==> src/rtl/sevenseg_pkg.sv <==
// Shared types and constants for the multiplexed 7-segment display blocks.
package sevenseg_pkg;

  // Scan sequencer states: dark/idle, digit lit, inter-digit blanking.
  typedef enum logic [1:0] {
    IDLE = 2'd0,
    ON   = 2'd1,
    GAP  = 2'd2
  } scan_state_t;

  // Field layout of a digit-buffer write word; bits above BLANK_BIT are ignored.
  localparam int VAL_LSB   = 0;
  localparam int VAL_MSB   = 3;
  localparam int DP_BIT    = 4;
  localparam int BLANK_BIT = 5;
  localparam int ENTRY_W   = BLANK_BIT + 1;

  // Dark levels for the active-low pins.
  localparam logic [6:0] SEG_OFF = 7'h7F;
  localparam logic [7:0] AN_OFF  = 8'hFF;

  // Buffer entry that shows nothing (blank flag set).
  localparam logic [ENTRY_W-1:0] BLANK_ENTRY = 6'b10_0000;

  // Hex digit to active-low {g,f,e,d,c,b,a} pattern.
  localparam logic [6:0] HEX_SEG_TABLE [16] = '{
    7'h40, 7'h79, 7'h24, 7'h30, 7'h19, 7'h12, 7'h02, 7'h78,
    7'h00, 7'h10, 7'h08, 7'h03, 7'h46, 7'h21, 7'h06, 7'h0E
  };

endpackage

==> src/rtl/sevenseg_hex_decode.sv <==
// Combinational hex to active-low 7-segment decoder.
module sevenseg_hex_decode
  import sevenseg_pkg::*;
(
  input  logic [3:0] hex,
  output logic [6:0] seg
);

  // Straight table lookup; every 4-bit code has a glyph.
  always_comb begin
    seg = HEX_SEG_TABLE[hex];
  end

endmodule

==> src/rtl/sevenseg_scan_ctrl.sv <==
// Time-multiplexed scan controller for an 8-digit common-anode display.
// A CPU-written shadow buffer is copied to the displayed buffer only at
// frame boundaries so an update never tears across a frame.
module sevenseg_scan_ctrl
  import sevenseg_pkg::*;
#(
  parameter int NUM_DIGITS  = 8,
  parameter int DIGIT_TICKS = 100000,
  parameter int BLANK_TICKS = 4
) (
  input  logic       clk,
  input  logic       reset,
  input  logic       enable,
  input  logic       wr_en,
  input  logic [2:0] wr_addr,
  input  logic [7:0] wr_data,
  input  logic       commit,
  input  logic [3:0] brightness,
  output logic [7:0] an,
  output logic [6:0] seg,
  output logic       dp,
  output logic       frame_done,
  output logic       commit_pending
);

  localparam int NUM_ENTRIES = 8;
  localparam int CW = $clog2(DIGIT_TICKS + BLANK_TICKS + 1);
  localparam int MW = CW + 5;
  localparam logic [CW-1:0] DIGIT_TICKS_C = CW'(DIGIT_TICKS);
  localparam logic [CW-1:0] BLANK_TICKS_C = CW'(BLANK_TICKS);
  localparam logic [MW-1:0] DIGIT_TICKS_W = MW'(DIGIT_TICKS);
  localparam logic [2:0]    LAST_DIGIT    = 3'(NUM_DIGITS - 1);

  scan_state_t   state_reg;
  logic [2:0]    digit_reg;
  logic [CW-1:0] tick_reg;
  logic [3:0]    brightness_l_reg;
  logic          commit_pending_reg;
  logic [7:0]    an_reg;
  logic [6:0]    seg_reg;
  logic          dp_reg;
  logic          frame_done_reg;

  logic [MW-1:0] on_prod;
  logic [MW-1:0] on_full;
  logic [CW-1:0] on_ticks;
  logic [CW-1:0] gap_ticks;
  logic          on_last;
  logic          gap_last;
  logic          frame_boundary;
  logic          copy_now;

  logic [ENTRY_W-1:0] active_arr [NUM_ENTRIES];
  logic [ENTRY_W-1:0] cur_entry;
  logic [6:0]         cur_seg;
  logic               unused_rsvd;

  // Reserved write bits carry no meaning.
  assign unused_rsvd = ^wr_data[7:6];

  // One shadow/active register pair per digit position.
  for (genvar gi = 0; gi < NUM_ENTRIES; gi++) begin : g_entry
    logic [ENTRY_W-1:0] shadow_reg;
    logic [ENTRY_W-1:0] active_reg;

    // Shadow takes CPU writes; active reloads from the pre-write shadow on a committed boundary.
    always_ff @(posedge clk) begin
      if (reset) begin
        shadow_reg <= BLANK_ENTRY;
        active_reg <= BLANK_ENTRY;
      end else begin
        if (wr_en && (wr_addr == 3'(gi))) begin
          shadow_reg <= wr_data[BLANK_BIT:VAL_LSB];
        end
        if (copy_now) begin
          active_reg <= shadow_reg;
        end
      end
    end

    assign active_arr[gi] = active_reg;
  end

  // Lit and dark lengths of a slot; multiply at full width before scaling by 1/16.
  always_comb begin
    on_prod   = MW'({1'b0, brightness_l_reg} + 5'd1) * DIGIT_TICKS_W;
    on_full   = on_prod >> 4;
    on_ticks  = (on_full == '0) ? CW'(1) : on_full[CW-1:0];
    gap_ticks = DIGIT_TICKS_C - on_ticks + BLANK_TICKS_C;
  end

  // Phase-end detection, frame boundary and the commit copy decision.
  always_comb begin
    on_last        = (tick_reg == (on_ticks - CW'(1)));
    gap_last       = (tick_reg == (gap_ticks - CW'(1)));
    frame_boundary = enable &&
                     ((state_reg == IDLE) ||
                      ((state_reg == GAP) && gap_last && (digit_reg == LAST_DIGIT)));
    copy_now       = frame_boundary && (commit_pending_reg || commit);
    cur_entry      = active_arr[digit_reg];
  end

  sevenseg_hex_decode u_hex_decode (
    .hex (cur_entry[VAL_MSB:VAL_LSB]),
    .seg (cur_seg)
  );

  // Scan sequencer with registered pins: pins always show the previous cycle's phase.
  always_ff @(posedge clk) begin
    if (reset) begin
      state_reg          <= IDLE;
      digit_reg          <= '0;
      tick_reg           <= '0;
      brightness_l_reg   <= 4'hF;
      commit_pending_reg <= 1'b0;
      an_reg             <= AN_OFF;
      seg_reg            <= SEG_OFF;
      dp_reg             <= 1'b1;
      frame_done_reg     <= 1'b0;
    end else begin
      an_reg         <= AN_OFF;
      seg_reg        <= SEG_OFF;
      dp_reg         <= 1'b1;
      frame_done_reg <= 1'b0;

      if (frame_boundary) begin
        brightness_l_reg <= brightness;
      end

      if (copy_now) begin
        commit_pending_reg <= 1'b0;
      end else if (commit) begin
        commit_pending_reg <= 1'b1;
      end

      if (!enable) begin
        state_reg <= IDLE;
        digit_reg <= '0;
        tick_reg  <= '0;
      end else begin
        case (state_reg)
          IDLE: begin
            state_reg <= ON;
            digit_reg <= '0;
            tick_reg  <= '0;
          end
          ON: begin
            if (!cur_entry[BLANK_BIT]) begin
              an_reg  <= ~(8'd1 << digit_reg);
              seg_reg <= cur_seg;
              dp_reg  <= ~cur_entry[DP_BIT];
            end
            if (on_last) begin
              state_reg <= GAP;
              tick_reg  <= '0;
            end else begin
              tick_reg <= tick_reg + CW'(1);
            end
          end
          GAP: begin
            if (gap_last) begin
              state_reg      <= ON;
              tick_reg       <= '0;
              frame_done_reg <= (digit_reg == LAST_DIGIT);
              digit_reg      <= (digit_reg == LAST_DIGIT) ? 3'd0 : digit_reg + 3'd1;
            end else begin
              tick_reg <= tick_reg + CW'(1);
            end
          end
          default: begin
            state_reg <= IDLE;
            digit_reg <= '0;
            tick_reg  <= '0;
          end
        endcase
      end
    end
  end

  assign an             = an_reg;
  assign seg            = seg_reg;
  assign dp             = dp_reg;
  assign frame_done     = frame_done_reg;
  assign commit_pending = commit_pending_reg;

endmodule

==> config.mk <==
export PLATFORM = sky130hd
export DESIGN_NAME = sevenseg_scan_ctrl
export DESIGN_NICKNAME = d
export VERILOG_FILES = /design/src/rtl/sevenseg_pkg.sv /design/src/rtl/sevenseg_hex_decode.sv /design/src/rtl/sevenseg_scan_ctrl.sv
export SDC_FILE = /design/constraint.sdc
export NUM_CORES = 1
export LEC_CHECK = 0
export ABC_AREA = 1
export CORE_MARGIN = 1
export CORE_UTILIZATION = 65
export DETAILED_ROUTE_END_ITERATION = 10
export GPL_TIMING_DRIVEN = 0
export PLACE_DENSITY = 0.84
export RECOVER_POWER = 25
export SLEW_MARGIN = 20
export SYNTH_ARGS = -nofsm -noshare
export SYNTH_HDL_FRONTEND = slang
export SYNTH_SLANG_ARGS = --single-unit
export TNS_END_PERCENT = 50
==> constraint.sdc <==
create_clock -name clk -period 15.1 [get_ports clk]
set_input_delay 2.265 -clock clk [delete_from_list [all_inputs] [get_ports clk]]
set_output_delay 2.265 -clock clk [all_outputs]
set_load 0.05 [all_outputs]
==> run summary <==
=====================================================================================
Number of synthesized register bits ....................................          140
Main combinational cell family by area after synthesis ................. simple AND/OR/NAND/NOR gates
Floorplan die width ....................................................     117.1 um
Skew final .............................................................     8.182 ps
Overall power after layout .............................................      1324 uW
Actual transition at the worst max-transition pin ......................     755.4 ps
Initial core utilization ...............................................       67.42%
Worst path arrival time ................................................      6880 ps
Top-area cell type share of the netlist area ...........................       32.54%
Insertion delay to the later sink of the worst-skew pair ...............       430 ps
Via count of the routed design .........................................         8338
Ys async rst share .....................................................           0%
CTS buffer count .......................................................           17
Number of standard cells in the layout, taps in and fillers out ........         1555
Wire length per cell ...................................................     13.78 um
Largest stage delay on the critical path ...............................       460 ps
Clock tree from TritonCTS ..............................................          yes
Most used cells in the layout excluding fill and tap cells ............. sky130_fd_sc_hd__nand2_1 (287), sky130_fd_sc_hd__inv_1 (237), sky130_fd_sc_hd__dfxtp_1 (140)
Average cell area after synthesis ......................................    6.534 um2
Highest-delay cell along the critical path ............................. sky130_fd_sc_hd__dfxtp_1
Final standard cell area without fillers ...............................     9733 um2
Endpoint of the worst hold-timing path ................................. g_entry[5].shadow_reg[1]
Top cells by area, synth ............................................... sky130_fd_sc_hd__dfxtp_1 (33%), sky130_fd_sc_hd__nand2_1 (13%), sky130_fd_sc_hd__inv_1 (10%)
Critical path required time ............................................     15460 ps
Cell Rows ..............................................................           41
Count of different cell masters after synthesis ........................           43
Nets ...................................................................         1443
Adder-Cell Fraction of Synth Area ......................................       7.787%
Number of cells on the worst reg-to-reg path ...........................           34
Area growth, synth to finish ...........................................       13.02%
Final TNS setup ........................................................         0 ps
Worst R2R Start ........................................................ brightness_l_reg[1]
Post-CTS Setup Repair Bufs .............................................            0
Synthesized instance count .............................................         1318
Floorplan core area ....................................................    12770 um2
Remaining Overflow, GRT ................................................            0
Quantity of gates resized following cts ................................            0
Root Driver ............................................................ sky130_fd_sc_hd__clkbuf_16
Minimum setup slack among reg-to-reg paths .............................      8570 ps
Post-synthesis sequential area ratio ...................................       32.54%
Worst-path clk slew ....................................................        60 ps
Count of TritonRoute iterations in the first routing pass ..............            5
Share of cell area taken by muxes after synthesis ......................           0%
Fraction of final layout cells with drive strength greater than 1 ......       5.061%
Worst setup SP type ....................................................     register
Antenna diode count ....................................................            0
Hold-fix buffer count after cts ........................................            0
DIE AREA ...............................................................    13710 um2
Worst min path class ...................................................      reg2reg
# DRC ..................................................................            0
Power per unit of standard cell area ................................... 136.0 nW/um2
Synth Area in XOR/XNOR .................................................       3.966%
Result of the run ...................................................... finished, final reports clean
Post-synth EDFFs .......................................................            0
Maximum number of pins on one net before global-route repair ...........           17
Mapped Nets ............................................................         1391
Port Buffers ...........................................................           33
Dpl cells ..............................................................         1523
Post-route fraction of the period consumed by the critical path ........       43.23%
YS warnings ............................................................            0
Launch instance of the worst min-delay path ............................ g_entry[5].shadow_reg[1]
Average vias per placed instance .......................................        5.362
Deepest level of the CTS H-tree ........................................            4
Die H ..................................................................     117.1 um
Post-synthesis compound-gate area fraction .............................       10.82%
Most area-hungry cell type in the Yosys netlist ........................ sky130_fd_sc_hd__dfxtp_1
Category of the critical setup timing path .............................      reg2reg
FF-to-FF End ........................................................... g_entry[2].active_reg[4]
Time the final worst path needs with I/O delays and setup ..............      6528 ps
Via count of the first global-routing pass .............................         7490
Fin. Hold Viols ........................................................            0
Final HPWL from detailed placement .....................................     15970 um
GPL Wtd Cong ...........................................................       0.9427
Maxcap violations ......................................................            0
Max VDD drop ...........................................................   0.09681 mV
GR Util All Layers .....................................................       33.40%
Count of routing violations after the opening detailed-route iteration .          666
Critical Path Sink Type ................................................     register
Netlist Area Pre-Place .................................................     8612 um2
Static leakage .........................................................  0.004550 uW
Number of sinks driven by the clock tree ...............................          140
Standard cell area after detailed placement ............................     9158 um2
Global-route wire length before repair .................................     35290 um
Detailed Route WL ......................................................     21430 um
Most used flip-flop cell after synthesis ............................... sky130_fd_sc_hd__dfxtp_1
Fmax ...................................................................    153.2 MHz
CTS Buffer Depth .......................................................            2
Total of endpoints with negative setup slack in the final report .......            0
Cell count of the worst hold path ......................................            2
Worst slew margin ......................................................       49.11%
Commonest non-fill, non-tap cell in the layout ......................... sky130_fd_sc_hd__nand2_1
Final slew viol count ..................................................            0
Number of antenna violations at the first check in global routing ......            0
Number of nets with antenna violations after routing ...................            0
Number of top-level pins ...............................................           38
CP max FO ..............................................................           10
Post-Synth Simple-Gate Area ............................................       31.63%
Setup repair after global routing missed its margin ....................        false
=====================================================================================
Yosys cell counts (all sizes together), types with 10 or more instances:
master and number:
xor2 29, nand2 298, ha 52, nor3 11, buf 25, inv 241
nand3 102, nand4 63, dfxtp 140, xnor2 10, a21oi 76, o21ai 81
nor2 133, clkbuf 28
power breakdown:
part / switching, uW / total [uW] / internal [uW]
clock: 164 / 407 / 243
sequential: 6.74 / 392 / 385
combinational: 352 / 524 / 173
total: 522 / 1320 / 801
area by class of cell:
class | instances | area, um2
inverters | 241 | 904.6
plain buffers | 53 | 236.5
clock inverters | 13 | 142.6
flip-flops and latches | 140 | 2803
multi-input cells | 884 | 4668
repair buffers | 33 | 330.3
clock buffers | 19 | 432.9
well taps | 172 | 215.2
fillers | 1057 | 3040
per-layer routing:
metal  vias to the layer above  wire length (um)  global-route usage, %
met1                      3727             10040                  46.43
li1                       4282                 -                      -
met3                        37              1803                  6.797
met2                       292              9241                  52.78
met4                         0               339                  8.861
met5                         -                 0                      0
critical path: cells and delay by family (launching register included):
kind	cells	cell delay, ps
AO/OA/AOI/OAI	4	930
buffers and inverters	4	420
XOR/XNOR	2	250
adder cells (fa/ha/maj)	6	1750
AND/OR/NAND/NOR	18	2620
flip-flops	1	460
stage by stage:
stage                     hold WS, ps  utilization [%]  setup WS [ps]
final                           458.3            76.20           8572
after global routing            478.0            76.20           8141
after CTS                       456.4            76.20           8680
after detailed placement        447.1            71.69           8736
after global placement          442.6            71.69           8854
after floorplan                 429.2                -           9909
worst max-delay path by stage:
stage,from,to,slack [ps]
after CTS,brightness_l_reg[1],g_entry[2].active_reg[4],8680
after detailed placement,brightness_l_reg[1],g_entry[2].active_reg[4],8740
final,brightness_l_reg[1],g_entry[2].active_reg[4],8570
after global placement,brightness_l_reg[1],tick_reg[15],8850
after floorplan,brightness_l_reg[1],g_entry[0].active_reg[5],9910
after global routing,brightness_l_reg[1],g_entry[2].active_reg[4],8140
kinds of logic after synthesis:
logic type | count (synthesis)
and+or+nand+nor | 617
buffers and inverters | 294
AOI/OAI and AO/OA | 175
DFF | 140
adders and majority gates | 53
xor gates and xnor gates | 39
No activity file was read; power rests on OpenSTA's default activity.
